File: config.mk
export PLATFORM = sky130hd
export DESIGN_NAME = register_file_2r1w
export DESIGN_NICKNAME = d
export VERILOG_FILES = /design/src/rtl/rf_pkg.sv /design/src/rtl/rf_read_port.sv /design/src/rtl/register_file_2r1w.sv
export SDC_FILE = /design/constraint.sdc
export NUM_CORES = 1
export LEC_CHECK = 0
export CORE_MARGIN = 2
export CORE_UTILIZATION = 50
export DETAILED_ROUTE_END_ITERATION = 12
export HOLD_SLACK_MARGIN = 0.06
export PLACE_DENSITY = 0.8
export SYNTH_ARGS = -nofsm -noshare
export SYNTH_HDL_FRONTEND = slang
export SYNTH_SLANG_ARGS = --single-unit
File: constraint.sdc
create_clock -name i_clk -period 4.2 [get_ports i_clk]
set_input_delay 0.84 -clock i_clk [delete_from_list [all_inputs] [get_ports i_clk]]
set_output_delay 0.84 -clock i_clk [all_outputs]
set_load 0.05 [all_outputs]
File: src/rtl/rf_pkg.sv
// Shared constants and the byte-lane merge used by both the storage update and the read bypass.
package rf_pkg;

  localparam int RF_DATA_WIDTH = 32;
  localparam int RF_DEPTH      = 8;

  // Widest word the merge helper handles; narrower words are zero-extended in and cast back out.
  localparam int RF_MAX_WIDTH  = 256;
  localparam int RF_MAX_BYTES  = RF_MAX_WIDTH / 8;

  function automatic logic [RF_MAX_WIDTH-1:0] byte_merge(
    input logic [RF_MAX_WIDTH-1:0] old_word,
    input logic [RF_MAX_WIDTH-1:0] new_word,
    input logic [RF_MAX_BYTES-1:0] be
  );
    logic [RF_MAX_WIDTH-1:0] merged;
    merged = old_word;
    for (int k = 0; k < RF_MAX_BYTES; k++) begin
      if (be[k]) merged[8*k +: 8] = new_word[8*k +: 8];
    end
    return merged;
  endfunction

endpackage

File: src/rtl/rf_read_port.sv
// One registered read port: range/zero-register check, clear, write-to-read bypass, output flop.
module rf_read_port
  import rf_pkg::*;
#(
  parameter int DATA_WIDTH = RF_DATA_WIDTH,
  parameter int DEPTH      = RF_DEPTH,
  parameter int ADDR_WIDTH = $clog2(DEPTH),
  parameter int ZERO_REG   = 0
) (
  input  logic                    i_clk,
  input  logic                    i_reset_n,
  input  logic                    i_clr,
  input  logic                    i_rd_en,
  input  logic [ADDR_WIDTH-1:0]   i_rd_addr,
  input  logic                    i_we,
  input  logic [ADDR_WIDTH-1:0]   i_wr_addr,
  input  logic [DATA_WIDTH/8-1:0] i_wr_be,
  input  logic [DATA_WIDTH-1:0]   i_wr_data,
  input  logic [DATA_WIDTH-1:0]   i_mem [DEPTH],
  output logic [DATA_WIDTH-1:0]   o_rd_data
);

  localparam logic [ADDR_WIDTH:0] LP_DEPTH = (ADDR_WIDTH+1)'(DEPTH);

  logic                  w_out_of_range;
  logic                  w_is_zero_reg;
  logic                  w_bypass;
  logic [DATA_WIDTH-1:0] w_stored;
  logic [DATA_WIDTH-1:0] w_merged;
  logic [DATA_WIDTH-1:0] w_next;
  logic [DATA_WIDTH-1:0] r_rd_data;

  assign w_out_of_range = ({1'b0, i_rd_addr} >= LP_DEPTH);
  assign w_is_zero_reg  = (ZERO_REG != 0) && (i_rd_addr == '0);
  assign w_bypass       = i_we && (i_wr_addr == i_rd_addr);

  // Explicit compare mux so a non-power-of-two DEPTH never indexes past the array.
  always_comb begin
    w_stored = '0;
    for (int i = 0; i < DEPTH; i++) begin
      if (i_rd_addr == ADDR_WIDTH'(i)) w_stored = i_mem[i];
    end
  end

  assign w_merged = DATA_WIDTH'(byte_merge(RF_MAX_WIDTH'(w_stored),
                                           RF_MAX_WIDTH'(i_wr_data),
                                           RF_MAX_BYTES'(i_wr_be)));

  always_comb begin
    w_next = w_stored;
    if (w_out_of_range || w_is_zero_reg) begin
      w_next = '0;
    end else if (i_clr) begin
      w_next = '0;
    end else if (w_bypass) begin
      w_next = w_merged;
    end
  end

  always_ff @(posedge i_clk or negedge i_reset_n) begin
    if (!i_reset_n) begin
      r_rd_data <= '0;
    end else if (i_rd_en) begin
      r_rd_data <= w_next;
    end
  end

  assign o_rd_data = r_rd_data;

endmodule

File: src/rtl/register_file_2r1w.sv
// DEPTH x DATA_WIDTH flop-based register file: one byte-enabled write port, two registered read ports.
module register_file_2r1w
  import rf_pkg::*;
#(
  parameter int DATA_WIDTH = RF_DATA_WIDTH,
  parameter int DEPTH      = RF_DEPTH,
  parameter int ADDR_WIDTH = $clog2(DEPTH),
  parameter int ZERO_REG   = 0
) (
  input  logic                    i_clk,
  input  logic                    i_reset_n,
  input  logic                    i_clr,
  input  logic                    i_we,
  input  logic [ADDR_WIDTH-1:0]   i_wr_addr,
  input  logic [DATA_WIDTH/8-1:0] i_wr_be,
  input  logic [DATA_WIDTH-1:0]   i_wr_data,
  input  logic                    i_rd_en0,
  input  logic [ADDR_WIDTH-1:0]   i_rd_addr0,
  output logic [DATA_WIDTH-1:0]   o_rd_data0,
  input  logic                    i_rd_en1,
  input  logic [ADDR_WIDTH-1:0]   i_rd_addr1,
  output logic [DATA_WIDTH-1:0]   o_rd_data1,
  output logic [DEPTH-1:0]        o_valid
);

  localparam logic [ADDR_WIDTH:0] LP_DEPTH = (ADDR_WIDTH+1)'(DEPTH);

  logic [DATA_WIDTH-1:0] r_mem [DEPTH];
  logic [DEPTH-1:0]      r_valid;
  logic [DATA_WIDTH-1:0] w_wr_old;
  logic [DATA_WIDTH-1:0] w_wr_word;
  logic                  w_wr_ok;

  // Writes outside the array or to a hardwired zero register leave storage and valid untouched.
  assign w_wr_ok = i_we && !i_clr
                && ({1'b0, i_wr_addr} < LP_DEPTH)
                && !((ZERO_REG != 0) && (i_wr_addr == '0));

  always_comb begin
    w_wr_old = '0;
    for (int i = 0; i < DEPTH; i++) begin
      if (i_wr_addr == ADDR_WIDTH'(i)) w_wr_old = r_mem[i];
    end
  end

  assign w_wr_word = DATA_WIDTH'(byte_merge(RF_MAX_WIDTH'(w_wr_old),
                                            RF_MAX_WIDTH'(i_wr_data),
                                            RF_MAX_BYTES'(i_wr_be)));

  always_ff @(posedge i_clk or negedge i_reset_n) begin
    if (!i_reset_n) begin
      for (int i = 0; i < DEPTH; i++) r_mem[i] <= '0;
      r_valid <= '0;
    end else if (i_clr) begin
      for (int i = 0; i < DEPTH; i++) r_mem[i] <= '0;
      r_valid <= '0;
    end else if (w_wr_ok) begin
      for (int i = 0; i < DEPTH; i++) begin
        if (i_wr_addr == ADDR_WIDTH'(i)) begin
          r_mem[i]   <= w_wr_word;
          r_valid[i] <= 1'b1;
        end
      end
    end
  end

  assign o_valid = r_valid;

  rf_read_port #(
    .DATA_WIDTH (DATA_WIDTH),
    .DEPTH      (DEPTH),
    .ADDR_WIDTH (ADDR_WIDTH),
    .ZERO_REG   (ZERO_REG)
  ) u_rd_port0 (
    .i_clk      (i_clk),
    .i_reset_n  (i_reset_n),
    .i_clr      (i_clr),
    .i_rd_en    (i_rd_en0),
    .i_rd_addr  (i_rd_addr0),
    .i_we       (i_we),
    .i_wr_addr  (i_wr_addr),
    .i_wr_be    (i_wr_be),
    .i_wr_data  (i_wr_data),
    .i_mem      (r_mem),
    .o_rd_data  (o_rd_data0)
  );

  rf_read_port #(
    .DATA_WIDTH (DATA_WIDTH),
    .DEPTH      (DEPTH),
    .ADDR_WIDTH (ADDR_WIDTH),
    .ZERO_REG   (ZERO_REG)
  ) u_rd_port1 (
    .i_clk      (i_clk),
    .i_reset_n  (i_reset_n),
    .i_clr      (i_clr),
    .i_rd_en    (i_rd_en1),
    .i_rd_addr  (i_rd_addr1),
    .i_we       (i_we),
    .i_wr_addr  (i_wr_addr),
    .i_wr_be    (i_wr_be),
    .i_wr_data  (i_wr_data),
    .i_mem      (r_mem),
    .o_rd_data  (o_rd_data1)
  );

endmodule

-- Word level (Yosys, flattened, before mapping)
Index checks and enable logic that the tools add are counted.
- register bits: 328
- bits in latches: 0
- memory bits (writable): 0
- memory bits (read-only): 0
- input port bits: 51
- output and inout port bits: 72
- word-level logic and storage cells: 124
- memories kept: 0
- add/sub/neg operators: 0
- $mul: 0
- div/mod/pow operators: 0
- order comparisons: 0
- equality and inequality tests: 23
- shifts and indexed selects: 0
- muxes and demuxes: 59
- bitwise gates (word level): 0
- reductions and logical operators: 24
- operator list (kind ; count):
    32-bit two-way mux ; 35
    256-bit two-way mux ; 2
    8-bit two-way mux ; 14
    3-bit equality test (second input constant) ; 12
    3-bit by 2-bit equality test with 1-bit output (second input constant) ; 6
    2-bit nonzero test ; 9
    2-bit AND reduction ; 8
    3-bit by 1-bit equality test with 1-bit output (second input constant) ; 3
    3-bit zero test ; 3
    1-bit two-way mux ; 8
    3-bit equality test ; 2
    1-bit logical AND ; 3
    1-bit zero test ; 1

-- Logic depth before layout (Yosys ltp)
- word-level depth: 12
- gate-level depth with buffers: 10

-- Cells and area by module
Synthesis repeated with hierarchy kept, for this count alone.
- cell total of the unflattened synthesis: 2055
- area total of the unflattened synthesis: 21292.9 um2
- modules (own cells, without submodules) (module ; times used ; cells an instance ; area an instance (um2) ; seq. area each (um2)):
    register_file_2r1w ; 1 ; 1415 ; 13958.4 ; 6606.3
    rf_read_port ; 2 ; 320 ; 3667.3 ; 800.8

-- Worst setup path after synthesis
Ideal clock, no wire load.
- kind: input to register
- start: in i_rd_addr1[0]
- end: reg u_rd_port1.r_rd_data[17] (netlist: u_rd_port1.o_rd_data[17])
- arrival time: 2260 ps
- required time: 4065 ps
- path slack: 1805 ps
- cell stages on the path: 6
- path buffers: 3
- cell sequence: buf_2 > buf_4 > buf_2 > mux4_2 > a211oi_1 > o22ai_1
- longest elaborated chain between the ends: 12
- RTL lines (element ; line ; source):
    from (decl) ; register_file_2r1w.sv:21 ; input logic [ADDR_WIDTH-1:0] i_rd_addr1,
    3-bit zero test ; rf_read_port.sv:41 ; if (i_rd_addr == ADDR_WIDTH'(i)) w_stored = i_mem[i];
    32-bit two-way mux (8 in series) ; rf_read_port.sv:41 ;
    8-bit two-way mux ; rf_pkg.sv:19 ; if (be[k]) merged[8*k +: 8] = new_word[8*k +: 8];
    32-bit two-way mux * ; rf_read_port.sv:55 ; end else if (w_bypass) begin
    32-bit two-way mux * ; rf_read_port.sv:53 ; end else if (i_clr) begin
    to (signal assigned) ; rf_read_port.sv:64 ; r_rd_data <= w_next;
    to (decl) ; rf_read_port.sv:31 ; logic [DATA_WIDTH-1:0] r_rd_data;
Every way passes the cells marked *; elsewhere a longest branch is shown, timed or not.
A chain may end at the register's enable or synchronous reset.

-- Worst setup path after layout
- start: in i_wr_addr[1]
- end: reg r_mem[135] (netlist name)
- longest elaborated chain between the ends: 12
- RTL lines (element ; line ; source):
    from (decl) ; register_file_2r1w.sv:14 ; input logic [ADDR_WIDTH-1:0] i_wr_addr,
    3-bit by 1-bit equality test with 1-bit output ; register_file_2r1w.sv:42 ; if (i_wr_addr == ADDR_WIDTH'(i)) w_wr_old = r_mem[i];
    32-bit two-way mux (7 in series) ; register_file_2r1w.sv:42 ;
    8-bit two-way mux ; rf_pkg.sv:19 ;
    32-bit two-way mux ; register_file_2r1w.sv:59 ; if (i_wr_addr == ADDR_WIDTH'(i)) begin
    256-bit two-way mux ; register_file_2r1w.sv:57 ; end else if (w_wr_ok) begin
    256-bit two-way mux ; register_file_2r1w.sv:54 ; end else if (i_clr) begin
    to (signal, indexed assignment) ; register_file_2r1w.sv:60 ; r_mem[i] <= w_wr_word;
    to (decl) ; register_file_2r1w.sv:28 ; logic [DATA_WIDTH-1:0] r_mem [DEPTH];
Parallel ways exist; a longest one is shown, timed or not. The select of a mux whose other input is x is not followed.

==> flow_metrics.env <==
export IMPL_outcome="finished, final reports clean"
export IMPL_track_usage_pct=38.82
export IMPL_antennaDiodeCount=0
export IMPL_rsz0062_at_grt="false"
export IMPL_period_share_pct=73.55
export IMPL_clk_pin_slew_ns=0.06
export IMPL_grt_max_degree=99
export IMPL_synth_top_cells_by_count="dfrtp_1 (328), o21ai_0 (199), nand3b_1 (169)"
export IMPL_pwr_share_comb_pct=16.3
export IMPL_critical_path_class="input port to register"
export IMPL_synth_area_leader_cell="dfrtp_1"
export IMPL_cp_arrival_ns=3.54
export IMPL_synth_edf_count=0
export IMPL_dr_pass1_iters=6
export IMPL_ys_ff_latch=328
export IMPL_io_buffers=122
export IMPL_start_util_pct=50.92
export IMPL_hp_class="input port to asynchronous set/reset pin"
export IMPL_cp_data_required_time_ns=4.65
export IMPL_dieArea_um2=42370
export IMPL_grt_ovfl_total=0
export IMPL_cts_made_buffers=37
export IMPL_ctsResizeCount=0
export IMPL_placed_cell_area_um2=22080
export IMPL_fin_area_um2=23360
export IMPL_cp_end_kind="register"
export IMPL_max_freq_mhz=323.7
export IMPL_max_cap_violations=0
export IMPL_synth_most_common_cell="dfrtp_1"
export IMPL_peakVddDrop_mv=0.2760
export IMPL_drive_above_1_share_pct=13.09
export IMPL_vias=20580
export IMPL_cts_htree_levels=2
export IMPL_setup_viol=0
export IMPL_cp_num_buf_inv=2
export IMPL_first_global_vias=19670
export IMPL_routedWlPerCell_um=29.44
export IMPL_drtIter0Drc=3423
export IMPL_ys_seq_area_share_pct=40.29
export IMPL_p_leak_nw=9.399
export IMPL_hold_viol=0
export IMPL_n_fill_cell=3373
export IMPL_areaGrowthSynthToFinish_pct=14.68
export IMPL_tns_ns=0
export IMPL_grt_pass1_wl_um=123900
export IMPL_io_pins=123
export IMPL_switching_power_mw=2.398
export IMPL_dieWidth_um=205.9
export IMPL_clockBufferDepth=3
export IMPL_synthesis_area_um2=20370
export IMPL_p_int_mw=5.760
export IMPL_ff2ff_path_depth=4
export IMPL_cp_depth=7
export IMPL_worst_slew_pin_slew_ns=1.293
export IMPL_cp_slowest_stage_delay_ns=0.96
export IMPL_synth_main_ff_cell="dfrtp_1"
export IMPL_switching_share_pct=29.39
export IMPL_cts_sink_count=328
export IMPL_slew_viol_final=0
export IMPL_via_per_inst=7.325
export IMPL_antenna_found_initial=2
export IMPL_fin_crit_ns=3.089
export IMPL_timing_slew_headroom_pct=13.65
export IMPL_ant_nets=0
export IMPL_routed_wl_um=82730
export IMPL_ctsHoldBuffers=0
export IMPL_path_delay_family="simple AND/OR/NAND/NOR gates"
export IMPL_place_congestion=1.016
export IMPL_slowest_stage="nor2b_1"
export IMPL_placementRows=73
export IMPL_cts_tree="yes"
export IMPL_pwr_share_clk_pct=42.7
export IMPL_post_cts_buffers=0
export IMPL_critPathLaunchType="input port"
export IMPL_synth_top_cell_area_share_pct=40.29
export IMPL_avgSynthCellArea_um2=9.235
export IMPL_nets=2308
export IMPL_fin_skew_ns=0.02198
export IMPL_ctsRootBufferMaster="clkbuf_16"
export IMPL_netlist_cell_type_count=79
export IMPL_rrSetupSlack_ns=2.13
export IMPL_netlist_top_cells_area="dfrtp_1 (40%), mux4_2 (6.5%), nand3b_1 (6.2%), mux2i_1 (5.0%), o21ai_0 (4.9%)"
export IMPL_dp_hpwl_um=54140
export IMPL_syn_instance_count=2206
export IMPL_crit_chain="buf_4 -> nor2b_1 -> nand3_2 -> buf_12 -> nor2_1 -> a21oi_1 -> o22ai_1"
export IMPL_yosysWarnings=0
export IMPL_async_flop_share_pct=100.0
export IMPL_clock_latency_ns=0.55
export IMPL_coreArea_um2=40010
export IMPL_seqPwrFrac_pct=41.0
export IMPL_power_density_nw_per_um2=349.2
export IMPL_drc=0
export IMPL_finalCoreUtilization_pct=58.40
export IMPL_die_height_um=205.9
export IMPL_syn_num_nets=2257
export IMPL_crit_fanout=51
registers in the layout (all words and copies together), names as in the netlist:
| signal | cells |
|---|---|
| u_rd_port0.o_rd_data | 32 |
| u_rd_port1.o_rd_data | 32 |
| o_valid | 8 |
| r_mem | 256 |
worst paths after layout:
path,start,end
worst max-delay path,i_wr_addr[1],r_mem[135]
worst min-delay path,i_reset_n,r_mem[128]
worst max register to register,r_mem[212],u_rd_port1.o_rd_data[20]
min in group i_clk,u_rd_port0.o_rd_data[18],u_rd_port0.o_rd_data[18]
max in group asynchronous,i_reset_n,r_mem[50]
worst min register to register,u_rd_port0.o_rd_data[18],u_rd_port0.o_rd_data[18]
through the flow:
| stage | cells | worst slack [ns] | hold WS [ns] | power, mW |
|---|---|---|---|---|
| floorplan | 2206 | 1.805 | 0.4786 | 4.120 |
| global placement | 2743 | 0.8192 | 0.4645 | 4.641 |
| detailed placement | 2743 | 0.7990 | 0.4705 | 4.662 |
| CTS | 2810 | 1.270 | 0.3387 | 8.081 |
| global route | 2810 | 1.084 | 0.3730 | 8.320 |
| finish | 2810 | 1.111 | 0.3191 | 8.158 |
routing by layer:
layer | share of wire, % | wire (um) | vias to the layer above | GRT usage [%]
met5 | 0.016 | 13 | - | 0
met4 | 6.5 | 5359 | 2 | 21.10
met1 | 36 | 29730 | 9842 | 51.53
li1 | - | - | 8257 | -
met3 | 17 | 14240 | 450 | 15.41
met2 | 40 | 33390 | 2033 | 54.11
placed cells by master, fill, tap and decap left out, types with 23 or more instances in the layout:
cell type,netlist,layout
o2bb2ai_1,23,23
nand2_1,166,163
mux2i_1,101,101
o221ai_1,29,29
o21ai_0,199,199
dfrtp_1,328,328
o22ai_1,67,67
buf_4,16,103
nand3b_1,169,169
mux4_2,59,59
clkdlybuf4s50_1,0,111
inv_1,78,78
clkbuf_16,0,39
a21oi_1,156,156
o21ai_1,119,119
a211oi_1,37,37
nor2b_1,30,29
nor2_1,122,122
final cells by class:
cell class                 instances  area [um^2]  area share [%]
multi-input combinational       1581        10830           46.37
sequential                       328         8208           35.13
timing repair buffer             228         2076           8.885
clock buffer                      51         1071           4.584
tap                              525        656.9           2.812
inverter                          81        304.0           1.301
clock inverter                    16        214.0          0.9158
power groups by stage:
stage	combinational (mW)	clock (mW)	sequential [mW]
CTS	1.28	3.47	3.34
global route	1.38	3.60	3.35
detailed placement	1.27	0	3.39
global placement	1.25	0	3.39
floorplan	0.650	0	3.47
finish	1.33	3.48	3.34
kinds of logic after synthesis:
group,share of synthesized area [%]
XOR/XNOR,0.2580
buffers and inverters,6.682
multiplexers,12.54
AND/OR/NAND/NOR,15.78
flip-flops,40.29
AO/OA/AOI/OAI,24.46
No activity file was read; power rests on OpenSTA's default activity.
